$ cat src/rtl/alu16_op_sequencer.sv
// Multi-cycle controller that sequences a 16-bit ALU: single-cycle ALU ops,
// iterated 1-bit shifts, and illegal-opcode reporting over valid/ready channels.
module alu16_op_sequencer #(
    parameter int WIDTH = 16,
    parameter int SHW   = 4
) (
    input  logic             Clock,
    input  logic             Reset,
    input  logic             ReqValid,
    output logic             ReqReady,
    input  logic [2:0]       Opcode,
    input  logic [WIDTH-1:0] OpA,
    input  logic [WIDTH-1:0] OpB,
    input  logic [SHW-1:0]   ShAmt,
    output logic [WIDTH-1:0] AluA,
    output logic [WIDTH-1:0] AluB,
    output logic [2:0]       AluS,
    output logic [1:0]       AluOp,
    input  logic [WIDTH-1:0] AluY,
    output logic             RespValid,
    input  logic             RespReady,
    output logic [WIDTH-1:0] RespData,
    output logic             RespErr,
    output logic             Busy,
    output logic [1:0]       DbgState
);

    // Handshakes: a request transfers on a rising edge where ReqValid && ReqReady;
    // a response transfers on a rising edge where RespValid && RespReady. Only one
    // operation is in flight, so ReqReady is low for the whole request-to-response span.

    typedef enum logic [1:0] {
        IDLE  = 2'd0,
        EXEC  = 2'd1,
        SHIFT = 2'd2,
        DONE  = 2'd3
    } state_t;

    localparam logic [2:0] SEL_RESULT = 3'b000;
    localparam logic [2:0] SEL_LESS   = 3'b001;
    localparam logic [2:0] SEL_SHL    = 3'b110;
    localparam logic [2:0] SEL_SHR    = 3'b111;

    state_t         state;
    logic [SHW-1:0] count;

    assign ReqReady  = (state == IDLE);
    assign RespValid = (state == DONE);
    assign Busy      = (state != IDLE);
    assign DbgState  = state;

    always_ff @(posedge Clock) begin
        if (!Reset) begin
            state    <= IDLE;
            count    <= '0;
            AluA     <= '0;
            AluB     <= '0;
            AluS     <= SEL_RESULT;
            AluOp    <= 2'b00;
            RespData <= '0;
            RespErr  <= 1'b0;
        end else begin
            case (state)
                IDLE: begin
                    if (ReqValid) begin
                        AluA  <= OpA;
                        AluB  <= OpB;
                        count <= ShAmt;
                        case (Opcode)
                            3'b000, 3'b001, 3'b010, 3'b011: begin
                                AluS  <= SEL_RESULT;
                                AluOp <= Opcode[1:0];
                                state <= EXEC;
                            end
                            3'b100: begin
                                AluS  <= SEL_LESS;
                                AluOp <= 2'b11;
                                state <= EXEC;
                            end
                            3'b101, 3'b110: begin
                                AluS <= (Opcode == 3'b101) ? SEL_SHL : SEL_SHR;
                                if (ShAmt != '0) begin
                                    state <= SHIFT;
                                end else begin
                                    // Zero-length shift bypasses the ALU entirely.
                                    RespData <= OpA;
                                    state    <= DONE;
                                end
                            end
                            default: begin
                                RespErr  <= 1'b1;
                                RespData <= '0;
                                state    <= DONE;
                            end
                        endcase
                    end
                end
                EXEC: begin
                    RespData <= AluY;
                    state    <= DONE;
                end
                SHIFT: begin
                    // Feed the 1-bit shifter output back into operand A each cycle.
                    AluA     <= AluY;
                    RespData <= AluY;
                    count    <= count - 1'b1;
                    if (count == SHW'(1)) begin
                        state <= DONE;
                    end
                end
                DONE: begin
                    if (RespReady) begin
                        AluS    <= SEL_RESULT;
                        AluOp   <= 2'b00;
                        RespErr <= 1'b0;
                        state   <= IDLE;
                    end
                end
                default: state <= IDLE;
            endcase
        end
    end

endmodule

$ cat config.mk
export PLATFORM = sky130hd
export DESIGN_NAME = alu16_op_sequencer
export DESIGN_NICKNAME = d
export VERILOG_FILES = /design/src/rtl/alu16_op_sequencer.sv
export SDC_FILE = /design/constraint.sdc
export NUM_CORES = 1
export LEC_CHECK = 0
export ABC_AREA = 1
export CORE_UTILIZATION = 40
export CTS_CLUSTER_SIZE = 16
export DETAILED_ROUTE_END_ITERATION = 12
export PLACE_DENSITY = 0.75
export SYNTH_ARGS = -nofsm -noshare
export SYNTH_HDL_FRONTEND = slang
export SYNTH_SLANG_ARGS = --single-unit
export TNS_END_PERCENT = 50
$ cat constraint.sdc
create_clock -name Clock -period 2.25 [get_ports Clock]
set_input_delay 0.45 -clock Clock [delete_from_list [all_inputs] [get_ports Clock]]
set_output_delay 0.45 -clock Clock [all_outputs]
set_load 0.02 [all_outputs]
==> results.ini <==
[logic_synthesis]
synth.cell_area_um2=2860
synth.area.top_cells=sky130_fd_sc_hd__dfxtp_1 41%, sky130_fd_sc_hd__nand2_1 15%, sky130_fd_sc_hd__nor2_1 10%
synth_top_family_by_area=simple AND/OR/NAND/NOR gates
synth_compound_area_frac=0.140
synth.yosys.warnings=0
synth.distinct_cells=24
syn-instance-count=429
post_synth_fa_ha_maj_area_fraction=0.0306
synth_seq_cells=59
syn_nets=495
library_cell_with_the_largest_summed_area_after_synthesis=sky130_fd_sc_hd__dfxtp_1
synthMuxAreaShare=0
netlist.area_leader.share=0.412
synth-seq-area-share=0.412
post_synth_and_or_nand_nor_area_fraction=0.324
synthesis.area_per_instance_um2=6.68
synth_xor_area_frac=0

[route]
num_vias=3045
drt_drc_violations_left=0
wl_per_cell_um=12.6
first_iter_violations=95
routed_wl_mm=8.12
drtPass1Iterations=4
via_per_inst=4.73
post_drt_antenna_nets=0

[global_route]
grt_util_all_layers=0.227
maximum_number_of_pins_on_one_net_before_global_route_repair=33
vias_in_the_first_global_route=2850
grt_first_pass_wirelength_mm=13.1
gr-total-overflow=0
antenna_found_initial=0

[worst_setup_path]
timing.reg2reg.worst_path_depth=6
worst_ep_required_time_ps=1800
r2r_start=DbgState[0]$_SDFFE_PN0P_
critical_path.startpoint_type=flop
crit-reg2reg-capture=AluA[11]$_SDFFE_PN0P_
setup.reg_to_reg.worst_slack_ps=320
critical_path_peak_fanout=5
worst_ep_arrival_time_ps=1730
timing_worst_setup_path_type=reg -> out
critical_path_end_type=output pin

[sta]
post-route-worst-setup-slack_ps=68.8
clock-skew-final_ps=8.41
final_min_period_over_clock_period=0.969
finalCriticalPeriod_ps=2180
fmaxAchievable_mhz=458
hold_violations=0
max_slew_margin=0.612
setup_violations=0
unrepaired_setup_endpoints_after_global_routing=false
max_slew.worst_pin.slew_ps=579
totalNegativeSetupSlack_ps=0
final_max_slew_viol_count=0

[final_layout]
insertedDiodeCount=0
nets=609
postLayoutCellArea_um2=4300
post_route_cells_drive_above_1_share=0.0657
num-fill-cells=657
areaGrowthSynthToFinish_pct=50.1
register_area_um2=1180
multi_input_comb_area_um2=1420

[pwr]
power.total_w=0.00581
leakagePower_nw=1.88
ratio_of_total_power_to_cell_area_nw_per_um2=1350
vdd_ir_drop_max_mv=0.651

[cts]
cts_tree=done
cts_num_sinks=59
cts-root-buf=sky130_fd_sc_hd__clkbuf_8
cts-hold-fix-buffers=0
clock_insertion_delay_worst_skew_ps=330
clk_transition_reported_paths_ps=60
ctsLongestPathBuffers=2
number_of_buffers_created_by_cts=9
post_cts.repair.setup_buffers=0
ctsResizeCount=1
htreeDepth=3

[place]
io_buffer_count=117
preCtsSetupSlack_ps=178
place_congestion=0.793
dp_hpwl_mm=5.64
placedInstanceArea_um2=4100

[die]
placementRows=30
core_area_um2=6870
boundaryPins=118
fp.dieArea_um2=7500
die-width_um=86.6
floorplan.die.height_um=86.6
floorplan.initialDensity=0.417

[min_path]
min_from=AluOp[1]$_SDFFE_PN0P_
worstHoldEndpoint=AluOp[1]$_SDFFE_PN0P_
worstHoldPathType=reg -> reg
worst_hold_path.num_cells=2

[status]
result_of_the_run=finished, final reports clean

[run]
max_cap_viol_count=0

synth_stat cells:
| cell type | instances |
|---|---|
| sky130_fd_sc_hd__inv_2 | 2 |
| sky130_fd_sc_hd__clkinv_1 | 1 |
| sky130_fd_sc_hd__nand4_1 | 1 |
| sky130_fd_sc_hd__clkbuf_1 | 12 |
| sky130_fd_sc_hd__a21oi_1 | 13 |
| sky130_fd_sc_hd__buf_6 | 2 |
| sky130_fd_sc_hd__buf_4 | 4 |
| sky130_fd_sc_hd__buf_2 | 5 |
| sky130_fd_sc_hd__a211oi_1 | 1 |
| sky130_fd_sc_hd__nand2_2 | 1 |
| sky130_fd_sc_hd__a31oi_1 | 17 |
| sky130_fd_sc_hd__o21ai_2 | 2 |
| sky130_fd_sc_hd__inv_1 | 34 |
| sky130_fd_sc_hd__nand2_4 | 1 |
| sky130_fd_sc_hd__nand3_1 | 26 |
| sky130_fd_sc_hd__nand2_1 | 117 |
| sky130_fd_sc_hd__nand3_4 | 1 |
| sky130_fd_sc_hd__clkbuf_2 | 1 |
| sky130_fd_sc_hd__dfxtp_1 | 59 |
| sky130_fd_sc_hd__o21ai_0 | 40 |
| sky130_fd_sc_hd__o21ai_1 | 1 |
| sky130_fd_sc_hd__nor2_1 | 79 |
| sky130_fd_sc_hd__ha_1 | 7 |
| sky130_fd_sc_hd__nand3_2 | 2 |
critical path: stages (launching register included):
cell and delay (ps):
sky130_fd_sc_hd__dfxtp_1 350, sky130_fd_sc_hd__inv_1 120, sky130_fd_sc_hd__ha_1 260, sky130_fd_sc_hd__clkdlybuf4s50_1 660
how the worst max path moves through the flow:
stage                                   from                        to  slack (ps)  cells after the start
CTS                 DbgState[0]$_SDFFE_PN0P_                  ReqReady          50                      3
floorplan           DbgState[0]$_SDFFE_PN0P_      AluA[0]$_SDFFE_PN0P_         410                      6
finish              DbgState[0]$_SDFFE_PN0P_                  ReqReady          70                      3
global route        DbgState[0]$_SDFFE_PN0P_                  ReqReady        0.08                      3
detailed placement                 Opcode[2]  RespData[4]$_SDFFE_PN0P_         180                      7
global placement                   Opcode[2]  RespData[7]$_SDFFE_PN0P_         250                      6
flip-flops by register name (all words and copies together), names as in the netlist:
register / flops
RespErr: 1
DbgState: 2
AluS: 2
AluOp: 2
AluA: 16
AluB: 16
count: 4
RespData: 16
layout make-up:
class	instances	share of cell area
sequential	59	0.275
inverter	37	0.0323
clock buffer	10	0.0320
timing repair buffer	127	0.289
clock inverter	6	0.0148
tap	96	0.0279
multi-input combinational	309	0.330
report_power, final:
part / switching (W) / internal [W]
logic: 0.00183 / 0.00129
registers: 0.000236 / 0.00146
clock network: 0.000444 / 0.000541
layout by cell type, fill, tap and decap left out, drive strengths merged:
cell / n
dlygate4sd2: 1
clkinvlp: 2
nand2: 119
clkinv: 3
ha: 7
a211oi: 1
a31oi: 17
nand4: 1
clkbuf: 10
nand3: 29
buf: 11
bufinv: 1
a21oi: 13
clkdlybuf4s50: 115
o21ai: 43
inv: 37
nor2: 79
dfxtp: 59
per-stage QoR:
step	cells	utilization	hold WS, ps
3_5_place_dp	628	0.597	454
6_report	644	0.626	464
3_3_place_gp	628	0.597	449
4_1_cts	644	0.626	464
2_1_floorplan	429	-	439
5_1_grt	644	0.626	481
logic make-up (layout without fill, tap and decap cells):
family / after synthesis / in the layout
buffers and inverters: 61 / 180
flip-flops: 59 / 59
AND/OR/NAND/NOR: 228 / 228
adder cells (fa/ha/maj): 7 / 7
AO/OA/AOI/OAI: 74 / 74
layer usage:
| metal | up-vias | GRT usage | wire, µm |
|---|---|---|---|
| met1 | 1348 | 0.261 | 3450 |
| met3 | 7 | 0.101 | 801 |
| met4 | 0 | 0.0803 | 82 |
| met2 | 98 | 0.372 | 3780 |
| met5 | - | 0 | 0 |
| li1 | 1592 | - | - |
Note: power is estimated with default switching activity, not from simulation.
